<file path="config.mk">
export PLATFORM = sky130hd
export DESIGN_NAME = handball
export DESIGN_NICKNAME = d
export VERILOG_FILES = /design/src/rtl/handball_pkg.sv /design/src/rtl/handball_step_timer.sv /design/src/rtl/handball.sv
export SDC_FILE = /design/constraint.sdc
export NUM_CORES = 1
export LEC_CHECK = 0
export ABC_AREA = 1
export CELL_PAD_IN_SITES_DETAIL_PLACEMENT = 1
export CELL_PAD_IN_SITES_GLOBAL_PLACEMENT = 1
export CORE_MARGIN = 4
export CORE_UTILIZATION = 36
export CTS_BUF_LIST = sky130_fd_sc_hd__clkbuf_2
export CTS_CLUSTER_DIAMETER = 80
export DETAILED_ROUTE_END_ITERATION = 6
export GPL_ROUTABILITY_DRIVEN = 0
export GPL_TIMING_DRIVEN = 0
export PLACE_DENSITY_LB_ADDON = 0.1
export SYNTH_ARGS = -nofsm -noshare
export SYNTH_HDL_FRONTEND = slang
export SYNTH_SLANG_ARGS = --single-unit
</file>
<file path="constraint.sdc">
create_clock -name CLKK -period 1.6 [get_ports CLKK]
set_clock_uncertainty 0.1 [all_clocks]
set_input_delay 0.32 -clock CLKK [delete_from_list [all_inputs] [get_ports CLKK]]
set_output_delay 0.32 -clock CLKK [all_outputs]
set_load 0.02 [all_outputs]
</file>
<file path="src/rtl/handball_pkg.sv">
// Shared types and constants for the handball lampball game core.
// Ball positions are one-hot LED codes, bit 7 being the serve/strike end.
package handball_pkg;

   typedef enum logic [2:0] {
      ST_IDLE   = 3'd0,
      ST_SERVE  = 3'd1,
      ST_RIGHT  = 3'd2,
      ST_LEFT   = 3'd3,
      ST_WINDOW = 3'd4
   } state_e;

   localparam logic [7:0] LED_LEFT  = 8'h80;
   localparam logic [7:0] LED_RIGHT = 8'h01;
   localparam logic [7:0] LED_OFF   = 8'h00;
   localparam logic [7:0] LED_NEXT  = 8'h40;
   localparam logic [7:0] LED_BOUNCE = 8'h02;

endpackage

</file>
<file path="src/rtl/handball_step_timer.sv">
// Ball step timer: counts 0..TICKS-1 while enabled and strobes step on the wrap.
// A synchronous clear restarts the period from zero.
module handball_step_timer #(
   parameter int TICKS = 1
) (
   input  logic clk,
   input  logic rst_n,
   input  logic clr,
   input  logic en,
   output logic step
);

   localparam int CW = (TICKS > 1) ? $clog2(TICKS) : 1;
   localparam logic [CW-1:0] LAST = CW'(TICKS - 1);

   logic [CW-1:0] cnt_q;
   logic [CW-1:0] cnt_d;

   assign step = en && (cnt_q == LAST);

   always_comb begin
      cnt_d = cnt_q;
      if (clr) begin
         cnt_d = '0;
      end else if (en) begin
         cnt_d = (cnt_q == LAST) ? '0 : cnt_q + 1'b1;
      end
   end

   always_ff @(posedge clk) begin
      if (!rst_n) begin
         cnt_q <= '0;
      end else begin
         cnt_q <= cnt_d;
      end
   end

endmodule

</file>
<file path="src/rtl/handball.sv">
// Lampball game core: serves, moves and bounces a one-hot ball across an 8-LED bar.
// Handshake-free: START is a level, PULSER counts only on its rising edge, LGOUT is registered.
module handball
   import handball_pkg::*;
#(
   parameter int TICKS = 1
) (
   input  logic       CLKK,
   input  logic       RESET,
   input  logic       START,
   input  logic       PULSER,
   output logic [7:0] LGOUT,
   output state_e     state_dbg
);

   state_e     state_q, state_d;
   logic [7:0] led_q, led_d;
   logic       pulser_q, pulser_d;
   logic       press;
   logic       step;
   logic       timer_clr;
   logic       timer_en;

   assign press     = PULSER && !pulser_q;
   assign timer_clr = START || press;
   assign timer_en  = (state_q == ST_RIGHT) || (state_q == ST_LEFT) || (state_q == ST_WINDOW);

   handball_step_timer #(.TICKS(TICKS)) u_timer (
      .clk   (CLKK),
      .rst_n (RESET),
      .clr   (timer_clr),
      .en    (timer_en),
      .step  (step)
   );

   always_comb begin
      state_d  = state_q;
      led_d    = led_q;
      pulser_d = PULSER;
      if (START) begin
         state_d = ST_SERVE;
         led_d   = LED_LEFT;
      end else begin
         case (state_q)
            ST_IDLE: begin
               led_d = LED_OFF;
            end
            ST_SERVE: begin
               if (press) begin
                  state_d = ST_RIGHT;
                  led_d   = LED_NEXT;
               end
            end
            ST_RIGHT: begin
               if (press) begin
                  state_d = ST_IDLE;
                  led_d   = LED_OFF;
               end else if (step) begin
                  if (led_q == LED_RIGHT) begin
                     state_d = ST_LEFT;
                     led_d   = LED_BOUNCE;
                  end else begin
                     led_d = led_q >> 1;
                  end
               end
            end
            ST_LEFT: begin
               if (press) begin
                  state_d = ST_IDLE;
                  led_d   = LED_OFF;
               end else if (step) begin
                  led_d = led_q << 1;
                  if (led_q == LED_NEXT) begin
                     state_d = ST_WINDOW;
                  end
               end
            end
            ST_WINDOW: begin
               // A strike sampled on the final edge of the window still counts.
               if (press) begin
                  state_d = ST_RIGHT;
                  led_d   = LED_NEXT;
               end else if (step) begin
                  state_d = ST_IDLE;
                  led_d   = LED_OFF;
               end
            end
            default: begin
               state_d = ST_IDLE;
               led_d   = LED_OFF;
            end
         endcase
      end
   end

   always_ff @(posedge CLKK) begin
      if (!RESET) begin
         state_q  <= ST_IDLE;
         led_q    <= LED_OFF;
         pulser_q <= 1'b0;
      end else begin
         state_q  <= state_d;
         led_q    <= led_d;
         pulser_q <= pulser_d;
      end
   end

   assign LGOUT     = led_q;
   assign state_dbg = state_q;

endmodule

</file>
==> results of run 1 <==
-- cell type report --
type | instances | area [um^2]
Timing Repair Buffer | 14 | 126.4
Multi-Input combinational cell | 76 | 395.4
Tap cell | 25 | 31.28
Sequential cell | 12 | 240.2
Clock buffer | 3 | 15.01
Fill cell | 255 | 912.1
Inverter | 21 | 81.33
-- placed cells by master (no fill, tap or decap), drive strengths merged --
cell and n:
inv 21, o211ai 2, dfxtp 12, nor3 1, nand3 9, o21ai 3
o22ai 2, nand4 2, clkbuf 3, a21oi 8, o21a 1, clkdlybuf4s50 3
nor2 20, a22oi 1, dlygate4sd2 11, nand2 27
-- kinds of logic after synthesis --
group                  after synthesis
AO/OA/AOI/OAI                       17
flip-flops                          12
buffers and inverters               21
AND/OR/NAND/NOR                     59
-- worst paths after layout --
path / slack (ns) / end / startpoint / depth (start not counted)
max: 0.07 / LGOUT[6] / LGOUT[6] / 1
min: 0.41 / LGOUT[0] / LGOUT[0] / 2
max reg2reg: 0.21 / LGOUT[1] / state_dbg[0] / 8
min reg2reg: 0.41 / LGOUT[0] / LGOUT[0] / 2
-- sequential cells by signal, summed over array words and instances, names as in the netlist --
| name | count |
|---|---|
| state_dbg | 3 |
| pulser_q | 1 |
| LGOUT | 8 |
-- worst min-delay path, stage by stage, from the launching register on --
cell and delay [ns]:
sky130_fd_sc_hd__dfxtp_1 0.36, sky130_fd_sc_hd__nand2_1 0.07, sky130_fd_sc_hd__a21oi_1 0.05
-- where the power goes --
part / total (uW) / internal [uW] / switching [uW] / leakage [uW]
registers: 313 / 306 / 7.56 / 0.0000975
clock network: 163 / 51.1 / 112 / 0.0000125
logic: 101 / 34.5 / 66.1 / 0.000304
total: 577 / 391 / 186 / 0.000414
-- metal layers --
metal  up-vias  GRT usage  wire, um
li1        378          -         -
met1       341     0.2275       964
met2        14     0.2686       892
met3         5    0.03419        65
met4         0     0.1021        48
met5         -          0         0
-- stage by stage --
stage | setup TNS (ns) | hold WS, ns | instance area [um^2] | util
final | 0 | 0.4141 | 889.6 | 0.4938
after detailed placement | -0.8931 | 0.4012 | 888.4 | 0.4931
after global placement | -0.6699 | 0.3883 | 888.4 | 0.4931
after CTS | 0 | 0.4163 | 889.6 | 0.4938
after global routing | 0 | 0.4368 | 889.6 | 0.4938
after floorplan | 0 | 0.3135 | 716.9 | -
-- what timing repair did --
| item | CTS | global route |
|---|---|---|
| endpoints found under the hold margin | 0 | 0 |
| resized for setup | 11 | 0 |
| setup endpoints to repair | 11 | 0 |
==> results.txt, run 1 <==
- Post-detailed-routing wire length: 1.970 mm
- Count of clock tree sinks: 12
* Placed wire-length estimate: 1.544 mm
- In this run the power density over the cells is 648.5 nW/um^2.
- Final Setup Violations: 0
- The area growth from synthesis to layout is 24.08%.
* Layout Nets: 132
* Synth Area in Adders: 0
- After synthesis, the largest family of logic cells by area is simple AND/OR/NAND/NOR gates.
* CP max stage delay: 0.46 ns
- Complex-gate fraction of the synthesized area: 0.1483
- Total number of vias: 738
- The flow ran to the end, and the final reports show no timing, DRC or antenna violations.
* Sequential cell area fraction in the yosys report: 0.3351
- Counting both buffers and inverters, the worst setup path holds a total of 1.
* Shortest period the worst path allows: 1.528 ns
- STA classifies the critical path endpoint as a primary output.
* Post-route ant nets: 0
- The Yosys step of the flow raised 0 warnings.
- Placement Setup Slack: -0.1808 ns
- In this run, synthesis produced a sequential element count of 12.
- Using the TritonRoute via totals, the vias-per-cell ratio works out to 4.887.
- The core region is 1802 um^2.
* CTS tree: built
* Initial Utilization: 0.3979
* Cell with the largest stage delay on the worst path: sky130_fd_sc_hd__dfxtp_1
- Synth area leader: sky130_fd_sc_hd__dfxtp_1
- Die Outline Area: 2769 um^2
* P_leak: 0.0004144 uW
- Crit path setup slack, layout: 0.07209 ns
- Area fraction of the dominant cell type after synthesis: 0.3351
- In the finished design, the share of the clock period the worst path needs comes to 0.9549.
- Syn_nets: 113
- Placed insts: 148
- Summed over all layers, the global routing overflow is 0.
* Cell type group with the largest total delay on the critical path: flip-flops
* Combined global-route utilization of all metal layers: 0.1764
* Worst-case vdd ir drop: 0.3393 mV
- Max-cap violations in this run came to 0.
- For this run, design rule violations remaining after detail routing come to 0.
- Arrival time of the worst setup path: 1.11 ns
- Dominant synthesized flop cell: sky130_fd_sc_hd__dfxtp_1
- Setup repair after global routing left no endpoint under its margin.
* Cell at the root of the clock tree: sky130_fd_sc_hd__clkbuf_2
- In the final layout, the share of cells above drive strength 1 is 0.1587.
- Of the total synthesized cell area, the portion taken by XOR and XNOR cells is 0.
* Final Instance Count excl. Fillers: 151
- In this run the horizontal extent of the chip is 52.63 um.
- CTS built an H-tree with a depth of 1.
* Via count of the first global-routing pass: 768
- Max Transition Viols Final: 0
- The critical path goes through dlygate4sd2_1.
- After clock tree synthesis, the setup repair step added 0 buffers.
- The mapped netlist covers 716.9 um^2.
- Distinct cell type count of the synthesized netlist: 22
- Pin count of the biggest net entering global routing: 9
- Of the total synthesized cell area, the portion taken by AND, OR, NAND and NOR gates is 0.4031.
- Synthesis produced 109 cells.
- Proportion of register bits with asynchronous set or reset after synthesis: 0
* Critical setup path kind: reg2out
* Worst Path Max Fanout: 6
* Commonest cells in the netlist: 24 x sky130_fd_sc_hd__nand2_1, 16 x sky130_fd_sc_hd__inv_1, 15 x sky130_fd_sc_hd__nor2_1
- Number of enable-type register cells in the synthesized netlist: 0
- DRT Pass-1 Iters: 4
- The first global-routing pass estimated 3.525 mm of wire.
- Of the post-synthesis cell area, the part taken by muxes is 0.
- At the pin with the least slew margin, the transition time is 0.2773 ns.
- Total count of hold-check failures in the final report: 0
- Die outline height: 52.63 um
- Hold/Removal Path Class: reg2reg
* Maximum buffer depth of the clock tree: 2
- Pwr Total: 576.9 uW
- Drt initial violations: 13
* Max Fclk: 0.6545 GHz
- Synthesized area per cell: 6.577 um^2
- Leading cell type by number of instances after synthesis: sky130_fd_sc_hd__nand2_1
- Number of antenna violations at the first check in global routing: 0
- Worst skew pair latency: 0.28 ns
- After clock tree synthesis, the clock-pin slew on the worst setup and hold paths is 0.12 ns.
* Io pins: 15
* CTS buffer count: 3
- The initialized floorplan defines 15 standard-cell rows.
- After clock tree synthesis, the flow added hold-fix buffers numbering 0.
- Measured against its own limit, the worst slew margin works out to 0.8149.
- Number of buffer cells added on primary ports: 14
- In the final routed layout, each cell accounts on average for 13.05 um.
- The repair_antennas step left the layout with diodes totalling 0.
* Largest cells by area after synthesis: sky130_fd_sc_hd__dfxtp_1 34%, sky130_fd_sc_hd__nand2_1 13%, sky130_fd_sc_hd__inv_1 8.4%, sky130_fd_sc_hd__nor2_1 7.9%, sky130_fd_sc_hd__a21oi_1 4.9%
- Crit path launch type: register
* Required arrival time at the worst endpoint: 1.18 ns
No activity file was read; power rests on OpenSTA's default activity.
==> run 2, diff against run 1 <==
--- a/config.mk
+++ b/config.mk
@@ -16,6 +16,7 @@
 export GPL_ROUTABILITY_DRIVEN = 0
 export GPL_TIMING_DRIVEN = 0
 export PLACE_DENSITY_LB_ADDON = 0.1
+export SLEW_MARGIN = 20
 export SYNTH_ARGS = -nofsm -noshare
 export SYNTH_HDL_FRONTEND = slang
 export SYNTH_SLANG_ARGS = --single-unit
==> results of run 2 <==
Same layout as run 1: the final DEF is identical, and so are final timing and power.
==> run 3, diff against run 2 <==
--- a/config.mk
+++ b/config.mk
@@ -9,10 +9,11 @@
 export CELL_PAD_IN_SITES_DETAIL_PLACEMENT = 1
 export CELL_PAD_IN_SITES_GLOBAL_PLACEMENT = 1
 export CORE_MARGIN = 4
-export CORE_UTILIZATION = 36
+export CORE_UTILIZATION = 44
 export CTS_BUF_LIST = sky130_fd_sc_hd__clkbuf_2
 export CTS_CLUSTER_DIAMETER = 80
 export DETAILED_ROUTE_END_ITERATION = 6
+export DONT_BUFFER_PORTS = 1
 export GPL_ROUTABILITY_DRIVEN = 0
 export GPL_TIMING_DRIVEN = 0
 export PLACE_DENSITY_LB_ADDON = 0.1
==> run 3 against run 2 <==
- flip-flop and latch count stayed put
- final cell count shrank 15%
- via count down 7.3%
- clock power shrank 3%
- die area is 16% lower
- sequential share of layout area increased by 5.3 points
- register-to-register slack got worse by 0.05 ns
- core utilization grew 0.21 points
- worst hold slack worse by 0.39 ns
- critical path depth rose by 6
- critical path type is now reg2reg
==> results.txt, run 3 (same netlist as run 1, synthesis figures left out) <==
* Via count of the first global-routing pass: 739 (-3.8%)
* Critical setup path kind: reg2reg
- The detailed-route wire length per cell came to 14.87 um (+14%).
- Max transition margin: 0.7588 (-0.05614)
* FP Rows: 14 (-1)
* Shortest period the worst path allows: 1.444 ns (-0.08414 ns)
- Final Instance Count excl. Fillers: 128 (-15%)
* Commonest non-fill, non-tap cell in the layout: sky130_fd_sc_hd__nand2_1
- Sum of overflow across all layers after global routing: 0 (unchanged)
* Placed wire-length estimate: 1.521 mm (-1.5%)
- Worst skew pair latency: 0.28 ns (about the same)
- The worst setup path is captured at a register.
- The power density of the placed cells was 740.0 nW/um^2 (+14%).
- Drt initial violations: 8 (-5)
- The worst hold path belongs to the class in2reg.
- Initial Utilization: 0.4704 (+0.07253)
- Total number of vias: 684 (-7.3%)
- Die outline height: 48.37 um (-8.1%)
- The number of failing hold endpoints at the final stage is 0 (unchanged).
- The first-pass iteration count of the detailed router is 2 (-2).
- Cell at the root of the clock tree: sky130_fd_sc_hd__clkbuf_2
- Flip-flop count of the largest register, all copies and words added: 8 (unchanged)
- Number of levels the H-tree was split into: 1 (unchanged)
- Post-DR vias/cell: 5.344 (+9.3%)
- Worst Path Max Fanout: 4 (-2)
- Cts-stage hold buffer count: 0 (unchanged)
- Clock transition at the registers of the reported paths: 0.13 ns (about the same)
- The fraction of final layout cells with drive strength greater than 1 is 0.2054 (+0.04663).
- Placed insts: 125 (-16%)
- The number of diodes came to 0 (unchanged).
- The global-route usage over all layers came to 0.1783 (+0.001933).
- The worst path arrival time came to 1.52 ns (+0.41 ns).
* CTS tree: built
- The number of buffers on the longest clock path is 2 (unchanged).
- The smallest setup slack after layout is 0.1562 ns (+0.08414 ns).
* Io pins: 15 (unchanged)
* Area growth from synthesis to final layout: 5.410%
* Layout Nets: 118 (-11%)
- The pin count of the biggest net entering global routing came to 9 (unchanged).
* Worst slew pin tran: 0.3613 ns (+0.08402 ns)
- Leaving out fill and tap cells, the most frequent cells in the layout are 24 x sky130_fd_sc_hd__nand2_1, 16 x sky130_fd_sc_hd__inv_1, 15 x sky130_fd_sc_hd__nor2_1.
- Core Region: 1524 um^2 (-15%)
- Max Fclk: 0.6926 GHz (+5.8%)
* Placement Setup Slack: 0.05884 ns (+0.2397 ns)
- Final Setup Violations: 0 (unchanged)
- Final hold slack: 0.02679 ns (-0.3873 ns)
* Number of antenna violations at the first check in global routing: 0 (unchanged)
- Required arrival time at the worst endpoint: 1.68 ns (+0.50 ns)
- The leakage power total is 0.0003164 uW (-24%).
- The count of input and output buffers was 0 (-14).
- The sum of negative setup slack is 0 ns (unchanged).
- Post-route ant nets: 0 (unchanged)
- The number of pins with negative max-slew slack in the final report came to 0 (unchanged).
- The width of the die was 48.37 um (-8.1%).
- Unrepaired setup endpoints after global routing: false
- Status: finished clean
- The CTS sink count is 12 (unchanged).
* Worst-case vdd ir drop: 0.4266 mV (+26%)
- The number of max-cap violations came to 0 (unchanged).
* Wire length of the first global-routing pass: 3.346 mm (-5.1%)
- The area enclosed by the die boundary was 2339 um^2 (-16%).
- The final routed wirelength across all metal layers came to 1.903 mm (-3.4%).
- The post-route fraction of the period consumed by the critical path came to 0.9024 (-0.05259).
- The worst setup path is launched from a register.
- CTS buffer count: 3 (unchanged)
- Post-detailed-route DRC marker count: 0 (unchanged)
## run 3: cell count changes in the layout (fill, tap and decap cells not counted)
cell                              before  now
sky130_fd_sc_hd__dlygate4sd2_1        11    0
sky130_fd_sc_hd__dfxtp_2               0    3
sky130_fd_sc_hd__clkdlybuf4s50_1       3    0
sky130_fd_sc_hd__dfxtp_1              12    9
## run 3: what timing repair did
action / 4_1_cts / 5_1_grt
setup buffers: 0 / 0
resized for setup: 0 / 3
setup endpoints to repair: 0 / 8
## run 3: cell type report
type                       count  area (um^2)
inverter                      21        81.33
tap                           16        20.02
sequential                    12        244.0
fill                         215        768.2
clock buffer                   3        15.01
multi-input combinational     76        395.4
## run 3: metal layers
layer  up-vias  wire length (um)  track usage
met3         4                89      0.05215
li1        349                 -            -
met2        14               897       0.2783
met4         0                25      0.06912
met5         -                 0            0
met1       317               890       0.2279
## run 3: critical path, cell delays in order, from the launching register on
cell and delay [ns]:
sky130_fd_sc_hd__dfxtp_1 0.51, sky130_fd_sc_hd__inv_1 0.10, sky130_fd_sc_hd__nor2_1 0.10, sky130_fd_sc_hd__nand4_1 0.15
sky130_fd_sc_hd__nand2_1 0.11, sky130_fd_sc_hd__nand3_2 0.08, sky130_fd_sc_hd__o21ai_1 0.15, sky130_fd_sc_hd__nor2_1 0.05
## run 3: metrics by stage
stage / utilization / power [uW] / instance area, um^2
3_3_place_gp: 0.4836 / 402.1 / 737.0
5_1_grt: 0.4959 / 590.6 / 755.7
6_report: 0.4959 / 559.2 / 755.7
4_1_cts: 0.4934 / 564.1 / 752.0
2_1_floorplan: - / 387.8 / 716.9
3_5_place_dp: 0.4836 / 408.0 / 737.0
## run 3: worst paths after layout
path	from	to	slack, ns	cells after the start
worst max register to register	LGOUT[0]	state_dbg[1]	0.16	7
worst min-delay path	PULSER	pulser_q	0.03	2
worst max-delay path	LGOUT[0]	state_dbg[1]	0.16	7
worst min register to register	LGOUT[6]	LGOUT[6]	0.48	2
## run 3: power breakdown
part           internal (uW)  total [uW]  switching [uW]
combinational           23.4        78.9            55.5
sequential               307         322            15.5
clock                   51.1         158             107
